File: src/rtl/gc_response_rx.sv
// GameCube response receiver: pulse-width decode of NUM_BITS + stop bit; optional GC_RX_GLITCH_FILTER_EN majority filter.
// Latency 3 cycles from stop-bit rise to resp_valid (+2 with filter); no backpressure, strobes are fire-and-forget.
module gc_response_rx #(
  parameter int NUM_BITS      = 64,
  parameter int LOW_MIN       = 50,
  parameter int LOW_THRESH    = 200,
  parameter int LOW_MAX       = 350,
  parameter int HIGH_MAX      = 500,
  parameter int START_TIMEOUT = 10000
) (
  input  logic                clk100mhz,
  input  logic                reset,
  input  logic                data_in,
  input  logic                arm,
  output logic [NUM_BITS-1:0] resp_data,
  output logic                resp_valid,
  output logic                resp_error,
  output logic [1:0]          err_code,
  output logic                busy
);

  localparam int CW = $clog2(NUM_BITS + 1);
  localparam logic [CW-1:0] NUM_BITS_C      = CW'(NUM_BITS);
  localparam logic [15:0]   LOW_MIN_C       = 16'(LOW_MIN);
  localparam logic [15:0]   LOW_THRESH_C    = 16'(LOW_THRESH);
  localparam logic [15:0]   LOW_MAX_C       = 16'(LOW_MAX);
  localparam logic [15:0]   HIGH_MAX_C      = 16'(HIGH_MAX);
  localparam logic [15:0]   START_TIMEOUT_C = 16'(START_TIMEOUT);

  typedef enum logic [2:0] {
    S_IDLE, S_WAIT_START, S_LOW, S_HIGH, S_DONE, S_ERR
  } state_t;

  // Synchronizer flops reset high so a released bus does not look like a falling edge.
  logic sync1_q, sync2_q, line_s, prev_q;

  always_ff @(posedge clk100mhz) begin
    if (reset) begin
      sync1_q <= 1'b1;
      sync2_q <= 1'b1;
    end else begin
      sync1_q <= data_in;
      sync2_q <= sync1_q;
    end
  end

`ifdef GC_RX_GLITCH_FILTER_EN
  logic hist1_q, hist2_q, filt_q;

  always_ff @(posedge clk100mhz) begin
    if (reset) begin
      hist1_q <= 1'b1;
      hist2_q <= 1'b1;
      filt_q  <= 1'b1;
    end else begin
      hist1_q <= sync2_q;
      hist2_q <= hist1_q;
      filt_q  <= (sync2_q & hist1_q) | (sync2_q & hist2_q) | (hist1_q & hist2_q);
    end
  end

  assign line_s = filt_q;
`else
  assign line_s = sync2_q;
`endif

  always_ff @(posedge clk100mhz) begin
    if (reset) prev_q <= 1'b1;
    else       prev_q <= line_s;
  end

  logic fall, rise;
  assign fall = prev_q & ~line_s;
  assign rise = ~prev_q & line_s;

  state_t              state_q;
  logic [NUM_BITS-1:0] shift_q, resp_data_q;
  logic [CW-1:0]       bit_cnt_q;
  logic [15:0]         low_cnt_q, high_cnt_q, timer_q;
  logic                resp_valid_q, resp_error_q, busy_q;
  logic [1:0]          err_code_q;

  // low_cnt_d is the width including the current sample; all width decisions use it.
  logic [15:0] low_cnt_d, high_cnt_d, timer_d;
  logic        bit_val;
  assign low_cnt_d  = (low_cnt_q == 16'hFFFF) ? low_cnt_q : low_cnt_q + 16'd1;
  assign high_cnt_d = high_cnt_q + 16'd1;
  assign timer_d    = timer_q + 16'd1;
  assign bit_val    = (low_cnt_d < LOW_THRESH_C);

  always_ff @(posedge clk100mhz) begin
    if (reset) begin
      state_q      <= S_IDLE;
      shift_q      <= '0;
      resp_data_q  <= '0;
      bit_cnt_q    <= '0;
      low_cnt_q    <= '0;
      high_cnt_q   <= '0;
      timer_q      <= '0;
      resp_valid_q <= 1'b0;
      resp_error_q <= 1'b0;
      err_code_q   <= 2'd0;
      busy_q       <= 1'b0;
    end else begin
      resp_valid_q <= 1'b0;
      resp_error_q <= 1'b0;
      case (state_q)
        S_IDLE: begin
          if (arm) begin
            shift_q   <= '0;
            bit_cnt_q <= '0;
            timer_q   <= '0;
            busy_q    <= 1'b1;
            state_q   <= S_WAIT_START;
          end
        end
        S_WAIT_START: begin
          if (fall) begin
            low_cnt_q <= '0;
            state_q   <= S_LOW;
          end else if (timer_d == START_TIMEOUT_C) begin
            resp_error_q <= 1'b1;
            err_code_q   <= 2'd1;
            state_q      <= S_ERR;
          end else begin
            timer_q <= timer_d;
          end
        end
        S_LOW: begin
          low_cnt_q <= low_cnt_d;
          if (rise) begin
            if (low_cnt_d < LOW_MIN_C || low_cnt_d > LOW_MAX_C) begin
              resp_error_q <= 1'b1;
              err_code_q   <= 2'd2;
              state_q      <= S_ERR;
            end else if (bit_cnt_q < NUM_BITS_C) begin
              shift_q    <= {shift_q[NUM_BITS-2:0], bit_val};
              bit_cnt_q  <= bit_cnt_q + CW'(1);
              high_cnt_q <= '0;
              state_q    <= S_HIGH;
            end else if (bit_val) begin
              resp_data_q  <= shift_q;
              resp_valid_q <= 1'b1;
              state_q      <= S_DONE;
            end else begin
              resp_error_q <= 1'b1;
              err_code_q   <= 2'd3;
              state_q      <= S_ERR;
            end
          end else if (low_cnt_d > LOW_MAX_C) begin
            resp_error_q <= 1'b1;
            err_code_q   <= 2'd2;
            state_q      <= S_ERR;
          end
        end
        S_HIGH: begin
          if (fall) begin
            low_cnt_q <= '0;
            state_q   <= S_LOW;
          end else if (high_cnt_d == HIGH_MAX_C) begin
            resp_error_q <= 1'b1;
            err_code_q   <= 2'd3;
            state_q      <= S_ERR;
          end else begin
            high_cnt_q <= high_cnt_d;
          end
        end
        S_DONE, S_ERR: begin
          busy_q  <= 1'b0;
          state_q <= S_IDLE;
        end
        default: begin
          busy_q  <= 1'b0;
          state_q <= S_IDLE;
        end
      endcase
    end
  end

  assign resp_data  = resp_data_q;
  assign resp_valid = resp_valid_q;
  assign resp_error = resp_error_q;
  assign err_code   = err_code_q;
  assign busy       = busy_q;

endmodule

File: config.mk
export PLATFORM = sky130hd
export DESIGN_NAME = gc_response_rx
export DESIGN_NICKNAME = d
export VERILOG_FILES = /design/src/rtl/gc_response_rx.sv
export SDC_FILE = /design/constraint.sdc
export NUM_CORES = 1
export LEC_CHECK = 0
export ABC_CLOCK_PERIOD_IN_PS = 3350
export CAP_MARGIN = 20
export CORE_MARGIN = 1.5
export CORE_UTILIZATION = 50
export CTS_CLUSTER_DIAMETER = 40
export DETAILED_ROUTE_END_ITERATION = 6
export GPL_TIMING_DRIVEN = 0
export MAX_ROUTING_LAYER = met4
export PLACE_DENSITY = 0.85
export SLEW_MARGIN = 20
export SYNTH_ARGS = -nofsm -noshare
export SYNTH_HDL_FRONTEND = slang
export SYNTH_SLANG_ARGS = --single-unit
File: constraint.sdc
create_clock -name clk100mhz -period 3.35 [get_ports clk100mhz]
set_clock_uncertainty 0.15 [all_clocks]
set_input_delay 0.67 -clock clk100mhz [delete_from_list [all_inputs] [get_ports clk100mhz]]
set_output_delay 0.67 -clock clk100mhz [all_outputs]
set_load 0.03 [all_outputs]
==> qor.csv, run 1 <==
metric,value,unit
synth_cell_types,68,
synth_edf_count,0,
vias,8830,
grt-ovfl-total,0,
p_per_area,409,mW/mm^2
grt_start_max_net_pins,19,
path_cells,buf_6 -> buf_4 -> and3_1 -> a21oi_1 -> a211oi_1 -> o221ai_1 -> o31ai_4 -> nor4b_4 -> buf_4 -> a31oi_4 -> or4b_1 -> a21oi_1,
power.leakage,4.44,nW
synth-simple-area-share,0.256,
max_cap_violations,0,
critPathRequiredTime,3.57,ns
grt_setup_unrepaired,true,
synth_xor_area_frac,0.0163,
synth_compound_area_frac,0.144,
cts.sinks,194,
wire_per_inst,20.1,microns
clkTransAtPathRegs,0.07,ns
fp.dieW,134,microns
final_nets,1176,
status,"finished, violations left",
rows,47,
fin_util,0.694,
worstSetupPathType,flip-flop to flip-flop,
hold_path_depth,1,
r2r-start,low_cnt_q[3],
nFillCells,1091,
cp-end-kind,flip-flop,
synth_fp_nets,1034,
cpMaxStageDelayCell,o221ai_1,
ctsRootBufferMaster,clkbuf_16,
setup_viol,158,
synth_top_area_share,0.451,
post-route-period-util,1.12,
grt.total_usage,0.261,
core,0.0167,sq mm
final_layout_size_suffix_gt1_frac,0.194,
drt_wl_total,28100,microns
cts-buffers-inserted,17,
syn_inst,1026,
setup_tns,-39.87,ns
fmax,0.267,GHz
synth_area_leader_cell,dfxtp_1,
min_path_type,flip-flop to flip-flop,
grt_pass1_vias,7636,
cpPeakStageDelay,0.64,ns
areaGrowthSynthToFinish,34.5,%
ys_warn_count,0,
drt_iter0_markers,981,
clkLatencyLatePin,0.45,ns
synth.yosys.seq_area_share,0.451,
avgSynthCellArea,8.40,sq um
worst_slew_pin_slew,0.801,ns
synth_top_flop_cell,dfxtp_1,
antenna_violating_nets_post_route,0,
die-area,0.0180,sq mm
startpoint,low_cnt_q[3],
period_minus_slack,3.75,ns
io_buffers,72,
synthMuxAreaShare,0.0818,
syn_area,0.00861,sq mm
max_slew_margin,0.464,
synth_area_leaders,"dfxtp_1, mux2i_1, a21oi_1, nor2_1, nand3_1",
cp-start-kind,flip-flop,
grt_first_pass_wirelength,37000,microns
ff2ff_path_depth,12,
vias_per_cell,6.30,
initial_utilization,0.516,
gp_congestion,0.915,
synth_top_family_by_area,simple AND/OR/NAND/NOR gates,
async_flop_share,0,
instances_no_fill,1401,
rrSetupSlack,-0.40,ns
synth_most_common_cell,dfxtp_1,
timing.rr.end,shift_q[0],
ctsHoldBuffers,0,
remaining_drc_errors,0,
antenna_cells,0,
hp-start,sync1_q,
critical_path_arrival,3.96,ns
yosys.area_share.adder,0.00581,
synthTopCellsByCount,"dfxtp_1, nor2_1, a21oi_1, nand2_1, nand3_1",
hold_violations,0,
fin_ws,-0.396,ns
placed_cells,1318,
whs_endpoint,line_s,
ir_drop,0.000427,V
clock_path_buffers,2,
maxSlewViolCount,0,
firstDrtPassIters,6,
die_height,134,microns
antenna_found_initial,0,
cts_tree,yes,
htree_levels,4,
synth-seq-cells,194,
ios,73,
worstPathMaxFanout,6,
dp_hpwl,14500,microns
violations,negative setup slack,
[layout by cell type (no fill, tap or decap), drive strengths merged, types with 13 or more instances in the layout]
| cell type | netlist | routed |
|---|---|---|
| dfxtp | 194 | 194 |
| nor2 | 125 | 125 |
| a21oi | 109 | 109 |
| nand2 | 107 | 107 |
| nand3 | 88 | 88 |
| buf | 33 | 80 |
| clkdlybuf4s50 | 0 | 72 |
| clkbuf | 46 | 69 |
| mux2i | 67 | 67 |
| o21ai | 26 | 26 |
| inv | 11 | 20 |
| or3 | 18 | 18 |
| nand4 | 18 | 18 |
| a31oi | 16 | 16 |
| nor3 | 16 | 16 |
| and2 | 13 | 13 |
[per-stage QoR]
step           hold WS (ns)  power, mW  area [sq um]  worst slack [ns]
4_1_cts               0.265       4.59         10800            -0.142
6_report              0.272       4.74         11600            -0.396
3_3_place_gp          0.247       2.61          9670            -0.490
5_1_grt               0.282       4.84         11600            -0.501
3_5_place_dp          0.246       2.62          9670            -0.524
2_1_floorplan         0.239       2.54          8680           -0.0356
[per-layer routing]
metal / track usage / part of all wire
met1: 0.311 / 0.38
met2: 0.425 / 0.48
met3: 0.0495 / 0.077
met4: 0.130 / 0.061
met5: - / 0
[how the worst max path moves through the flow]
stage	cells after the start	slack (ns)	endpoint
6_report	12	-0.40	shift_q[0]
3_5_place_dp	13	-0.52	bit_cnt_q[5]
2_1_floorplan	11	-0.04	shift_q[0]
5_1_grt	11	-0.50	shift_q[0]
4_1_cts	13	-0.14	high_cnt_q[1]
3_3_place_gp	13	-0.49	bit_cnt_q[3]
[cell type report]
| type | count | area (sq um) | area share |
|---|---|---|---|
| Buffer | 78 | 628 | 0.0542 |
| Timing Repair Buffer | 124 | 1360 | 0.118 |
| Multi-Input combinational cell | 742 | 4800 | 0.414 |
| Sequential cell | 194 | 3910 | 0.337 |
| Clock buffer | 19 | 433 | 0.0374 |
| Clock inverter | 13 | 138 | 0.0119 |
| Inverter | 11 | 41.3 | 0.00356 |
| Tap cell | 220 | 275 | 0.0238 |
[timing repair]
| action | CTS | global route |
|---|---|---|
| gates resized for setup | 73 | 134 |
| setup buffers | 14 | 25 |
| endpoints found under the setup margin | 170 | 172 |
| pin swaps | 27 | 22 |
| gates cloned | 7 | 7 |
[worst max-delay path, delay by kind of cell (launching register included)]
family	cells	cell delay, ns
flip-flops	1	0.32
AO/OA/AOI/OAI	6	1.64
AND/OR/NAND/NOR	3	1.08
buffers and inverters	3	0.48
[state kept, by name, summed over array words and instances (netlist names), 2 cells and up]
register,flops
err_code,2
high_cnt_q,16
resp_data,64
timer_q,16
state_q,3
low_cnt_q,16
shift_q,64
bit_cnt_q,7
[kinds of logic (layout without fill, tap and decap cells)]
| logic type | Yosys count | count (layout) |
|---|---|---|
| xor+xnor | 16 | 16 |
| simple gates | 447 | 447 |
| flops | 194 | 194 |
| compound gates | 205 | 205 |
| mux | 70 | 70 |
| fa+ha+maj | 4 | 4 |
| buf+inv | 90 | 245 |
[where the power goes]
group	total [mW]	leakage, nW	internal [mW]	switching (mW)
clock network	2.03	0.281	1.05	0.978
logic	0.394	2.59	0.154	0.239
registers	2.31	1.57	2.31	0.00597
No activity file was read; power rests on OpenSTA's default activity.
==> run 2, diff against run 1 <==
- CORE_MARGIN: 1.5 -> 2
- SLEW_MARGIN: 20 -> unset
==> run 2 against run 1 <==
  * The run still ends with negative setup slack left
  * Sequential power about the same
  * Fmax down 1.6%
  * Cell count down 0.43%
  * Clock power down 2%
  * Cell area down 0.96%
  * Die area up 1.5%
  * Via count up 1.2%
  * Critical path type unchanged
  * Critical endpoint is now resp_data[22]
==> qor.csv, run 2 (synthesis results as in run 1) <==
metric,value,unit,change
status,"finished, violations left",,
violations,negative setup slack,,
p_comb_frac,0.074,,-0.009
grt_first_pass_wirelength,38400,microns,+3.6%
die-area,0.0183,sq mm,+1.5%
maxSlewViolCount,0,,unchanged
ctsHoldBuffers,0,,unchanged
cts-buffers-inserted,17,,unchanged
gp_congestion,0.910,,-0.54%
clock_path_buffers,2,,unchanged
clkTransAtPathRegs,0.07,ns,about the same
cp-start-kind,flip-flop,,
initial_utilization,0.516,,unchanged
fp.dieW,135,microns,+0.74%
hold_violations,0,,unchanged
critPathRequiredTime,3.52,ns,-0.05 ns
ctsRootBufferMaster,clkbuf_16,,
cts_tree,yes,,
power_frac_clock,0.428,,about the same
grt.total_usage,0.269,,+0.00800
final_nets,1170,,-0.51%
firstDrtPassIters,7,,+1
grt-ovfl-total,0,,unchanged
core,0.0167,sq mm,unchanged
antenna_violating_nets_post_route,0,,unchanged
cp-end-kind,flip-flop,,
rrSetupSlack,-0.46,ns,-0.06 ns
antenna_cells,0,,unchanged
cts.sinks,194,,unchanged
fmax,0.263,GHz,-1.6%
worstPathMaxFanout,10,,+4
areaGrowthSynthToFinish,33.2,%,
setup_viol,155,,-1.9%
met1_usage,0.315,,+0.00442
io_buffers,72,,unchanged
worst_slew_pin_slew,0.843,ns,+0.0424 ns
busiest_layer,met2,,
min_path_type,flip-flop to flip-flop,,
antenna_found_initial,0,,unchanged
grt.met2_usage,0.431,,+0.00584
grt_pass1_vias,7760,,+1.6%
fin_ws,-0.457,ns,-0.0603 ns
post-route-period-util,1.14,,+0.0180
htree_levels,4,,unchanged
remaining_drc_errors,0,,unchanged
die_height,135,microns,+0.74%
total_power,4.66,mW,-1.8%
final_layout_size_suffix_gt1_frac,0.198,,+0.00439
drt_iter0_markers,1182,,+20%
grtUsageMet3,0.0490,,-0.000500
clkLatencyLatePin,0.45,ns,about the same
wire_per_inst,20.6,microns,+2.5%
max_slew_margin,0.438,,-0.0263
p_switching,1.24,mW,+1.4%
rows,47,,unchanged
power.leakage,4.34,nW,-2.2%
p_per_area,406,mW/mm^2,-0.82%
hold_slack,0.281,ns,+0.00892 ns
setup_tns,-43.53,ns,-3.66 ns
period_minus_slack,3.81,ns,+0.0603 ns
worstSetupPathType,flip-flop to flip-flop,,
max_cap_violations,0,,unchanged
ios,73,,unchanged
critical_path_arrival,3.98,ns,+0.02 ns
switching_share,0.267,,+0.00847
p_int,3.42,mW,-2.9%
drt_wl_total,28700,microns,+2.1%
vias_per_cell,6.41,,+1.6%
grt_setup_unrepaired,true,,
final_cell_mix,"dfxtp_1, nor2_1, nand2_1",,
seq_power_share,0.497,,+0.009
ir_drop,0.000402,V,-5.9%
dp_hpwl,14400,microns,-0.30%
final_common_cell,dfxtp_1,,
vias,8937,,+1.2%
grt_start_max_net_pins,20,,+1
run 2: final timing paths:
check / cells after the start / start / end
min reg2reg: 1 / sync1_q / line_s
min: 1 / sync1_q / line_s
max: 13 / low_cnt_q[0] / resp_data[22]
max reg2reg: 13 / low_cnt_q[0] / resp_data[22]
run 2: layout make-up:
cell class	count	area, sq um
Sequential cell	194	3910
Inverter	11	41.3
Multi-Input combinational cell	743	4880
Fill cell	1115	5230
Clock inverter	14	136
Clock buffer	18	429
Tap cell	220	275
Buffer	73	551
Timing Repair Buffer	122	1250
run 2: stage by stage:
stage | utilization | instance area (sq um) | setup WS (ns) | cells
after CTS | 0.647 | 10800 | -0.0792 | 1379
after global placement | 0.579 | 9670 | -0.474 | 1318
after floorplan | - | 8680 | -0.0356 | 1026
final | 0.687 | 11500 | -0.457 | 1395
after detailed placement | 0.579 | 9670 | -0.508 | 1318
after global routing | 0.687 | 11500 | -0.610 | 1395
run 2: worst max-delay path: stages (launching register included):
cell	delay (ns)
dfxtp_4	0.37
buf_6	0.11
nand4_1	0.25
nor4_4	0.42
mux2_4	0.35
or4b_4	0.57
nor3_4	0.14
buf_4	0.14
nor4bb_4	0.23
nand2_2	0.21
buf_12	0.26
buf_12	0.15
mux2i_1	0.25
nor2_1	0.07
run 2: power by group through the flow:
| stage | registers (mW) | clock network (mW) | logic, mW |
|---|---|---|---|
| floorplan | 2.37 | 0 | 0.163 |
| global placement | 2.37 | 0 | 0.242 |
| detailed placement | 2.37 | 0 | 0.243 |
| CTS | 2.32 | 1.97 | 0.272 |
| global route | 2.32 | 2.09 | 0.364 |
| finish | 2.32 | 1.99 | 0.346 |
run 2: timing repair:
item,4_1_cts,5_1_grt
setup buffers,28,15
cloned,3,5
endpoints found under the setup margin,171,172
resized for setup,76,116
pin swaps,32,27
run 2: routing by layer:
| metal | part of all wire | wire length [microns] |
|---|---|---|
| met1 | 0.37 | 10700 |
| met5 | 0 | 0 |
| met2 | 0.46 | 13300 |
| met4 | 0.076 | 2180 |
| met3 | 0.091 | 2610 |
==> run 3, diff against run 2 <==
- TNS_END_PERCENT: unset -> 30
==> run 3 against run 2 <==
  * Setup slack gained 0.43 ns
  * Worst hold slack lost 0.012 ns
  * Largest power group unchanged
  * Die area is the same
  * Global-route usage shrank 2.1 points
  * Combinational power shrank 13%
  * The run still ends with negative setup slack left
  * Utilization shrank 3.2 points
  * Register-to-register slack gained 0.43 ns
  * Highest routed layer unchanged
  * Total power is essentially flat
  * Via count shrank 9.5%
  * Critical endpoint is now err_code[1]
  * First-iteration DRC count shrank 53%
==> qor.csv, run 3 (synthesis results as in run 1) <==
metric,value,unit,change
vias,8091,,-9.5%
instances_no_fill,1377,,-1.3%
max_cap_violations,0,,unchanged
ctsHoldBuffers,0,,unchanged
grt.total_usage,0.249,,-0.0209
critical_path_arrival,3.55,ns,-0.43 ns
die-area,0.0183,sq mm,unchanged
p_switching,1.22,mW,-1.7%
final_cell_mix,"dfxtp_1, nor2_1, nand2_1",,
fin_ws,-0.0241,ns,+0.433 ns
startpoint,low_cnt_q[6],,
grt_setup_unrepaired,true,,
core,0.0167,sq mm,unchanged
ios,73,,unchanged
firstDrtPassIters,7,,unchanged
worstPathMaxFanout,9,,-1
rrSetupSlack,-0.02,ns,+0.43 ns
cts-buffers-inserted,17,,unchanged
r2r-start,low_cnt_q[6],,
cts_tree,yes,,
cts.sinks,194,,unchanged
timing.rr.end,err_code[1],,
drt_iter0_markers,560,,-53%
power_frac_clock,0.438,,+0.010
final_common_cell,dfxtp_1,,
power.leakage,4.19,nW,-3.6%
p_comb_frac,0.065,,-0.009
finish.instance_area,0.0109,sq mm,-4.6%
clkLatencyLatePin,0.43,ns,-0.02 ns
critPathRequiredTime,3.53,ns,about the same
hp-start,sync1_q,,
antenna_violating_nets_post_route,0,,unchanged
maxSlewViolCount,0,,unchanged
ctsRootBufferMaster,clkbuf_16,,
grt_start_max_net_pins,21,,+5.0%
violations,negative setup slack,,
fmax,0.296,GHz,+13%
gp_congestion,0.945,,+3.9%
grt_pass1_vias,7381,,-4.9%
p_per_area,425,mW/mm^2,+4.8%
antenna_found_initial,0,,unchanged
die_height,135,microns,unchanged
setup_viol,4,,-97%
setup_tns,-0.0439,ns,+43.48 ns
final_nets,1152,,-1.5%
vias_per_cell,5.88,,-8.3%
max_slew_margin,0.492,,+0.0541
clock_path_buffers,2,,unchanged
areaGrowthSynthToFinish,27.1,%,
placed_cells,1318,,unchanged
io_buffers,72,,unchanged
nFillCells,1292,,+16%
multiInputGateArea,0.00468,sq mm,-4.2%
post-route-period-util,1.01,,-0.129
seqCellArea,0.00390,sq mm,-0.13%
antenna_cells,0,,unchanged
wire_per_inst,16.5,microns,-20%
cp-end-kind,flip-flop,,
dp_hpwl,14700,microns,+1.6%
worstSetupPathType,flip-flop to flip-flop,,
grt_first_pass_wirelength,35900,microns,-6.5%
period_minus_slack,3.37,ns,-0.433 ns
hold_violations,0,,unchanged
hold_path_depth,1,,unchanged
min_path_type,flip-flop to flip-flop,,
status,"finished, violations left",,
grt-ovfl-total,0,,unchanged
final_layout_size_suffix_gt1_frac,0.153,,-0.0453
clkTransAtPathRegs,0.08,ns,about the same
cp-start-kind,flip-flop,,
ir_drop,0.000379,V,-5.7%
htree_levels,4,,unchanged
remaining_drc_errors,0,,unchanged
worst_slew_pin_slew,0.762,ns,-0.0812 ns
placed_area,0.00966,sq mm,-0.10%
seq_power_share,0.497,,about the same
p_int,3.43,mW,+0.58%
rows,47,,unchanged
ff2ff_path_depth,13,,unchanged
switching_share,0.262,,-0.00448
whs_endpoint,line_s,,
initial_utilization,0.516,,unchanged
fp.dieW,135,microns,unchanged
drt_wl_total,22700,microns,-21%
-- run 3: timing repair --
action | CTS | global route
gates cloned | 2 | 1
setup endpoints to repair | 171 | 173
resized for setup | 58 | 72
pin swaps | 30 | 23
setup buffers | 13 | 13
-- run 3: critical path, cell delays in order (launching register included) --
cell and delay, ns:
dfxtp_1 0.34, buf_6 0.14, nand4_4 0.16, or4_1 0.58, buf_6 0.16, nand4_1 0.19, xor2_2 0.27, nor4b_4 0.30
nor4b_4 0.10, buf_4 0.16, buf_6 0.12, a31oi_4 0.19, nand2_2 0.11, mux2_4 0.31
-- run 3: through the flow --
| stage | util | setup WS, ns | hold slack, ns | power [mW] |
|---|---|---|---|---|
| finish | 0.655 | -0.0241 | 0.269 | 4.65 |
| global route | 0.655 | -0.171 | 0.288 | 4.79 |
| CTS | 0.634 | -0.143 | 0.265 | 4.66 |
| detailed placement | 0.579 | -0.581 | 0.247 | 2.62 |
| global placement | 0.579 | -0.572 | 0.243 | 2.61 |
| floorplan | - | -0.0360 | 0.239 | 2.54 |
-- run 3: how the worst max path moves through the flow --
stage	depth (start not counted)	to	slack [ns]
after floorplan	11	shift_q[0]	-0.04
after global placement	13	shift_q[38]	-0.57
after detailed placement	13	shift_q[63]	-0.58
after CTS	12	err_code[1]	-0.14
after global routing	13	high_cnt_q[1]	-0.17
final	13	err_code[1]	-0.02
-- run 3: final cells by class --
| type | instances | area share |
|---|---|---|
| Multi-Input combinational cell | 742 | 0.427 |
| Clock buffer | 18 | 0.0401 |
| Inverter | 11 | 0.00377 |
| Timing Repair Buffer | 101 | 0.0884 |
| Clock inverter | 14 | 0.0145 |
| Sequential cell | 194 | 0.357 |
| Tap cell | 220 | 0.0251 |
| Buffer | 77 | 0.0440 |
-- run 3: per-layer routing --
layer | up-vias | global-route usage | part of all wire
li1 | 3881 | - | -
met1 | 3863 | 0.306 | 0.44
met2 | 278 | 0.394 | 0.48
met3 | 69 | 0.0456 | 0.051
met4 | 0 | 0.122 | 0.038
met5 | - | - | 0
-- run 3: power by group through the flow --
stage                     sequential [mW]  combinational (mW)  clock [mW]
after floorplan                      2.37               0.162           0
after global placement               2.37               0.243           0
after detailed placement             2.37               0.246           0
after CTS                            2.32               0.286        2.06
after global routing                 2.32               0.323        2.15
final                                2.31               0.302        2.04
